===== src/rtl/instr_enc_pkg.sv =====
// Shared types and constants for the RV32I instruction stream encoder.
// Format codes, FSM states, NOP word and common opcodes.
package instr_enc_pkg;

  localparam logic [1:0] FMT_R = 2'b00;
  localparam logic [1:0] FMT_I = 2'b01;
  localparam logic [1:0] FMT_S = 2'b10;
  localparam logic [1:0] FMT_B = 2'b11;

  typedef enum logic [1:0] {
    IDLE   = 2'd0,
    STREAM = 2'd1,
    DRAIN  = 2'd2,
    DONE   = 2'd3
  } enc_state_t;

  localparam logic [31:0] NOP = 32'h0000_0013;

  localparam logic [6:0] OP_R    = 7'h33;
  localparam logic [6:0] OP_I    = 7'h13;
  localparam logic [6:0] OP_LOAD = 7'h03;
  localparam logic [6:0] OP_S    = 7'h23;
  localparam logic [6:0] OP_B    = 7'h63;

endpackage


===== src/rtl/instr_stream_encoder_fifo.sv =====
// enc_fifo: synchronous FIFO with registered storage and full/empty flags.
// Ports: clk, rst_n, i_push/i_wdata, i_pop/o_rdata, o_full, o_empty.
module enc_fifo #(
  parameter int WIDTH = 32,
  parameter int DEPTH = 2
) (
  input  logic             clk,
  input  logic             rst_n,
  input  logic             i_push,
  input  logic [WIDTH-1:0] i_wdata,
  input  logic             i_pop,
  output logic [WIDTH-1:0] o_rdata,
  output logic             o_full,
  output logic             o_empty
);

  localparam int AW = (DEPTH > 1) ? $clog2(DEPTH) : 1;

  logic [WIDTH-1:0] r_mem [DEPTH];
  logic [AW:0]      r_wptr;
  logic [AW:0]      r_rptr;
  logic             w_push;
  logic             w_pop;

  // Extra pointer bit separates full from empty when indices match.
  assign o_empty = (r_wptr == r_rptr);
  assign o_full  = (r_wptr[AW] != r_rptr[AW]) &&
                   (r_wptr[AW-1:0] == r_rptr[AW-1:0]);

  assign w_push  = i_push && !o_full;
  assign w_pop   = i_pop && !o_empty;
  assign o_rdata = r_mem[r_rptr[AW-1:0]];

  always_ff @(posedge clk or negedge rst_n) begin
    if (!rst_n) begin
      r_wptr <= '0;
      r_rptr <= '0;
      for (int i = 0; i < DEPTH; i++) begin
        r_mem[i] <= '0;
      end
    end else begin
      if (w_push) begin
        r_mem[r_wptr[AW-1:0]] <= i_wdata;
        r_wptr <= r_wptr + 1'b1;
      end
      if (w_pop) begin
        r_rptr <= r_rptr + 1'b1;
      end
    end
  end

endmodule


===== src/rtl/instr_stream_encoder.sv =====
// Packs decoded RV32I fields into words and streams them to instr memory.
// Ports: start, in_* bundle (valid/ready), mem_* write port, busy/done/err.
// Optional INSTR_ENC_IMM_CHECK_EN: out-of-range immediates become NOP + err.
module instr_stream_encoder
  import instr_enc_pkg::*;
#(
  parameter int ADDR_W     = 8,
  parameter int BASE_ADDR  = 0,
  parameter int FIFO_DEPTH = 2
) (
  input  logic              clk,
  input  logic              rst_n,
  input  logic              start,
  input  logic              in_valid,
  output logic              in_ready,
  input  logic [1:0]        in_fmt,
  input  logic [6:0]        in_opcode,
  input  logic [4:0]        in_rd,
  input  logic [4:0]        in_rs1,
  input  logic [4:0]        in_rs2,
  input  logic [2:0]        in_funct3,
  input  logic              in_funct7_5,
  input  logic [12:0]       in_imm,
  input  logic              in_last,
  output logic              mem_we,
  output logic [ADDR_W-1:0] mem_addr,
  output logic [31:0]       mem_wdata,
  input  logic              mem_ready,
  output logic              busy,
  output logic              done,
  output logic              err
);

  localparam logic [ADDR_W-1:0] BASE = ADDR_W'(BASE_ADDR);

  enc_state_t        r_state;
  logic [ADDR_W-1:0] r_addr;
  logic              w_accept;
  logic              w_write;
  logic [31:0]       w_packed;
  logic [31:0]       w_word;
  logic [31:0]       w_head;
  logic              w_full;
  logic              w_empty;

  function automatic logic [31:0] pack(
    input logic [1:0]  fmt,
    input logic [6:0]  op,
    input logic [4:0]  rd,
    input logic [4:0]  rs1,
    input logic [4:0]  rs2,
    input logic [2:0]  f3,
    input logic        f75,
    input logic [12:0] imm
  );
    logic [31:0] w;
    w = '0;
    unique case (fmt)
      FMT_R: w = {1'b0, f75, 5'b0, rs2, rs1, f3, rd, op};
      FMT_I: w = {imm[11:0], rs1, f3, rd, op};
      FMT_S: w = {imm[11:5], rs2, rs1, f3, imm[4:0], op};
      FMT_B: w = {imm[12], imm[10:5], rs2, rs1, f3,
                  imm[4:1], imm[11], op};
      default: w = '0;
    endcase
    return w;
  endfunction

  assign w_packed = pack(in_fmt, in_opcode, in_rd, in_rs1, in_rs2,
                         in_funct3, in_funct7_5, in_imm);

  // in_ready looks only at registered state and FIFO flags.
  assign in_ready = (r_state == STREAM) && !w_full;
  assign w_accept = in_valid && in_ready;
  assign w_write  = mem_we && mem_ready;

`ifdef INSTR_ENC_IMM_CHECK_EN
  logic w_bad;
  logic r_err;

  always_comb begin
    w_bad = 1'b0;
    unique case (1'b1)
      (in_fmt == FMT_I): w_bad = in_imm[12] ^ in_imm[11];
      (in_fmt == FMT_S): w_bad = in_imm[12] ^ in_imm[11];
      (in_fmt == FMT_B): w_bad = in_imm[0];
      default:           w_bad = 1'b0;
    endcase
  end

  assign w_word = w_bad ? NOP : w_packed;

  // Sticky; only a fresh load from DONE (or reset) clears it.
  always_ff @(posedge clk or negedge rst_n) begin
    if (!rst_n) begin
      r_err <= 1'b0;
    end else if (r_state == DONE && start) begin
      r_err <= 1'b0;
    end else if (w_accept && w_bad) begin
      r_err <= 1'b1;
    end
  end

  assign err = r_err;
`else
  assign w_word = w_packed;
  assign err    = 1'b0;
`endif

  enc_fifo #(
    .WIDTH (32),
    .DEPTH (FIFO_DEPTH)
  ) u_fifo (
    .clk     (clk),
    .rst_n   (rst_n),
    .i_push  (w_accept),
    .i_wdata (w_word),
    .i_pop   (w_write),
    .o_rdata (w_head),
    .o_full  (w_full),
    .o_empty (w_empty)
  );

  assign mem_we    = !w_empty;
  assign mem_addr  = r_addr;
  assign mem_wdata = w_empty ? 32'h0 : w_head;
  assign busy      = (r_state == STREAM) || (r_state == DRAIN);
  assign done      = (r_state == DONE);

  always_ff @(posedge clk or negedge rst_n) begin
    if (!rst_n) begin
      r_state <= IDLE;
      r_addr  <= BASE;
    end else begin
      if (w_write) begin
        r_addr <= r_addr + ADDR_W'(1);
      end
      unique case (r_state)
        IDLE: begin
          if (start) begin
            r_state <= STREAM;
            r_addr  <= BASE;
          end
        end
        STREAM: begin
          if (w_accept && in_last) begin
            r_state <= DRAIN;
          end
        end
        DRAIN: begin
          if (w_empty) begin
            r_state <= DONE;
          end
        end
        DONE: begin
          if (start) begin
            r_state <= STREAM;
            r_addr  <= BASE;
          end
        end
        default: r_state <= IDLE;
      endcase
    end
  end

endmodule

===== config.mk =====
export PLATFORM = sky130hd
export DESIGN_NAME = instr_stream_encoder
export DESIGN_NICKNAME = d
export VERILOG_FILES = /design/src/rtl/instr_enc_pkg.sv /design/src/rtl/instr_stream_encoder_fifo.sv /design/src/rtl/instr_stream_encoder.sv
export SDC_FILE = /design/constraint.sdc
export NUM_CORES = 1
export LEC_CHECK = 0
export ABC_AREA = 1
export CAP_MARGIN = 0
export CORE_UTILIZATION = 50
export CTS_BUF_LIST = sky130_fd_sc_hd__clkbuf_8
export DETAILED_ROUTE_END_ITERATION = 8
export HOLD_SLACK_MARGIN = 0.06
export PLACE_DENSITY = 0.75
export SETUP_SLACK_MARGIN = 0.15
export SLEW_MARGIN = 15
export SYNTH_ARGS = -nofsm -noshare
export SYNTH_HDL_FRONTEND = slang
export SYNTH_HIERARCHICAL = 1
export SYNTH_SLANG_ARGS = --single-unit

===== constraint.sdc =====
create_clock -name clk -period 4.3 [get_ports clk]
set_input_delay 0.43 -clock clk [delete_from_list [all_inputs] [get_ports clk]]
set_output_delay 0.43 -clock clk [all_outputs]
set_load 0.005 [all_outputs]

==> flow_summary_export.csv <==
group,metric,value,unit
status,outcome,"finished clean",
floorplan,start_util,51.41,%
global_routing,antenna_found_initial,0,
clock_tree,max-clock-path-buffers,2,
floorplan,design.die.area,9306,um2
global_routing,grt_pass1_vias,3898,
synthesis,synth_most_common_cell,"nand2_1",
placement,place.gp.congestion,0.7949,
detailed_routing,drtPass1Iterations,4,
synthesis,synth_xor_area_share,0.3926,%
detailed_routing,routedWlPerCell,13.81,um
synthesis,synth_area_leader_cell,"dfrtp_1",
critical_path,required,3870,ps
power_and_ir_drop,leakagePower,2.895,nW
synthesis,synth_ff_type,"dfrtp_1",
synthesis,synth_area_leaders,"dfrtp_1 (44%), nand2_1 (23%), nand4_1 (9.3%), inv_1 (4.5%), nor2_1 (4.2%)",
detailed_routing,dr.first_iter.drc_count,266,
clock_tree,clk_pin_slew,80,ps
synthesis,synth-seq-cells,78,
floorplan,io_pins,92,
critical_path,cp_data_arrival_time,3000,ps
power_and_ir_drop,irDropWorstVdd,0.3171,mV
clock_tree,cts-root-buf,"clkbuf_8",
sta,clock_skew,13.09,ps
detailed_routing,route.detailed.drc,0,
floorplan,die_h,96.47,um
final_layout,areaGrowthSynthToFinish,23.89,%
synthesis,synth_cell_type_count,30,
clock_tree,cts_hold_buf,0,
clock_tree,cts_made_buffers,9,
placement,portBuffers,90,
clock_tree,tritoncts,"built",
clock_tree,postCtsSetupBuffers,0,
clock_tree,postCtsResizedCells,0,
job,drv_cap,0,
synthesis,async_reset_ff_share,100.0,%
final_layout,layout.nets,731,
floorplan,die_x,96.47,um
sta,fin_crit_sh,79.75,%
detailed_routing,num_vias,4179,
synthesis,synth_top_family_by_area,"simple AND/OR/NAND/NOR gates",
global_routing,grt_usage,24.96,%
sta,max_freq,291.6,MHz
power_and_ir_drop,p_per_area,739.7,nW/um2
critical_path,critPathMaxFanout,34,
synthesis,synth_enable_flop_cells,0,
detailed_routing,antenna_left,0,
global_routing,grt_pass1_wl,17.84,mm
sta,worst_pin_slew,988.0,ps
sta,finalSetupViolations,0,
synthesis,synth_common_cells,"nand2_1 (274), dfrtp_1 (78), nand4_1 (66)",
synthesis,synthMuxAreaShare,1.262,%
synthesis,synth_area,4462,um2
critical_path,crit_type,"register to output port",
sta,drv_slew,0,
placement,dpl.hpwl,7.104,mm
clock_tree,h-tree-depth,3,
synthesis,synth_compound_area_share,1.402,%
synthesis,synthAdderAreaFrac,1.122,%
clock_tree,clk_latency,350,ps
synthesis,syn_nets,665,
detailed_routing,avgViaCountPerCell,5.277,
synthesis,ys_warn_count,6,
global_routing,grt_max_degree,79,
sta,hold_viol,0,
floorplan,core,8678,um2
critical_path,cp-start-kind,"register",
final_layout,final_core_util,63.70,%
synthesis,synth_top_area_share,43.75,%
global_routing,overflow,0,
worst_hold_path,min_path_type,"input port to asynchronous set/reset pin",
sta,fin_crit,3429,ps
synthesis,syn_inst,614,
critical_path,worst_setup_path_end_kind,"output port",
floorplan,fp-row-count,34,
sta,fin_tns_setup,0,ps
final_layout,insertedDiodeCount,0,
sta,grt_setup_unrepaired,"no",
detailed_routing,wl,10.94,mm
final_layout,drive_gt1_share,6.871,%
synthesis,seq_area_frac_synth,43.75,%
sta,relSlewSlack,34.13,%
clock_tree,clock_sinks,78,
synthesis,synthSimpleGateAreaFrac,41.25,%
synthesis,syn_avg_cell_area,7.267,um2
layout by cell type (no fill, tap or decap):
cell type,Yosys,routed
a21oi_1,4,4
buf_4,5,6
bufinv_16,0,3
clkbuf_8,0,9
clkdlybuf4s50_1,0,89
clkinv_2,0,1
clkinv_4,0,1
clkinvlp_4,0,1
conb_1,1,1
dfrtp_1,78,78
ha_1,4,4
inv_1,53,53
inv_2,3,3
inv_4,2,2
inv_8,1,1
mux2_2,5,5
nand2_1,274,274
nand2_2,1,1
nand2_4,3,3
nand2_8,1,1
nand3_1,8,8
nand3_2,1,1
nand3_4,3,3
nand4_1,66,66
nor2_1,50,50
nor2_2,3,3
nor2_4,2,2
nor3b_2,0,1
o21ai_0,7,7
o21bai_1,1,1
xor2_1,2,2
worst paths after layout:
kind | endpoint | depth (start not counted) | startpoint | slack [ps]
max | mem_wdata[28] | 8 | u_fifo/r_rptr[0]$_DFFE_PN0P_ | 870
min | u_fifo/r_mem[2]$_DFFE_PN0P_ | 1 | rst_n | 230
max reg2reg | u_fifo/r_mem[39]$_DFFE_PN0P_ | 9 | u_fifo/r_rptr[0]$_DFFE_PN0P_ | 1540
min reg2reg | u_fifo/r_mem[11]$_DFFE_PN0P_ | 2 | u_fifo/r_mem[11]$_DFFE_PN0P_ | 470
max in group asynchronous | u_fifo/r_rptr[0]$_DFFE_PN0P_ | 1 | rst_n | 3420
min in group clk | u_fifo/r_mem[11]$_DFFE_PN0P_ | 2 | u_fifo/r_mem[11]$_DFFE_PN0P_ | 470
sequential cells by signal, summed over array words and instances, names as in the netlist:
signal         flops
mem_addr           8
u_fifo/r_rptr      2
r_state            2
u_fifo/r_wptr      2
u_fifo/r_mem      64
kinds of logic (layout without fill, tap and decap cells):
logic type | Yosys count | after routing
and+or+nand+nor | 413 | 413
AOI/OAI and AO/OA | 12 | 12
DFF | 78 | 78
buffers and inverters | 99 | 169
muxes | 5 | 5
adders and majority gates | 4 | 4
other | 1 | 1
xor gates and xnor gates | 2 | 2
power breakdown:
group	internal [mW]	switching, mW	leakage, nW
clock	0.382	0.269	0.115
combinational	0.883	1.29	1.79
sequential	1.05	0.214	0.986
final cells by class:
| cell class | count | area [um2] |
|---|---|---|
| Inverter | 59 | 234.0 |
| Clock buffer | 9 | 123.9 |
| Tap cell | 108 | 135.1 |
| Sequential cell | 78 | 1952 |
| Fill cell | 810 | 3151 |
| Timing Repair Buffer | 95 | 935.9 |
| Clock inverter | 6 | 111.4 |
| Multi-Input combinational cell | 437 | 2036 |
metrics by stage:
| step | setup WS (ps) | hold slack, ps | std cells | power [mW] | instance area, um2 |
|---|---|---|---|---|---|
| finish | 870.5 | 231.7 | 792 | 4.089 | 5528 |
| detailed placement | 1206 | 458.4 | 777 | 3.450 | 5293 |
| global route | 694.0 | 316.4 | 792 | 4.451 | 5528 |
| global placement | 1326 | 452.7 | 777 | 3.375 | 5293 |
| CTS | 835.5 | 270.5 | 792 | 4.103 | 5528 |
| floorplan | 1908 | 134.4 | 614 | 2.695 | 4462 |
critical path: stages (launching register included):
cell             delay (ps)
dfrtp_1                 540
inv_4                   390
nand2_4                  80
nand2_4                 100
nand3_1                 130
inv_1                   530
buf_4                   340
nor2_1                   70
clkdlybuf4s50_1         450
routing by layer:
layer  vias up  track usage [%]  share of wire [%]
met5         -                0                  0
met2       148            41.84                 48
met4         0            7.843                1.4
met3        16            3.599                6.2
met1      1958            33.38                 44
li1       2057                -                  -
Power figures use the tool's default switching activity.
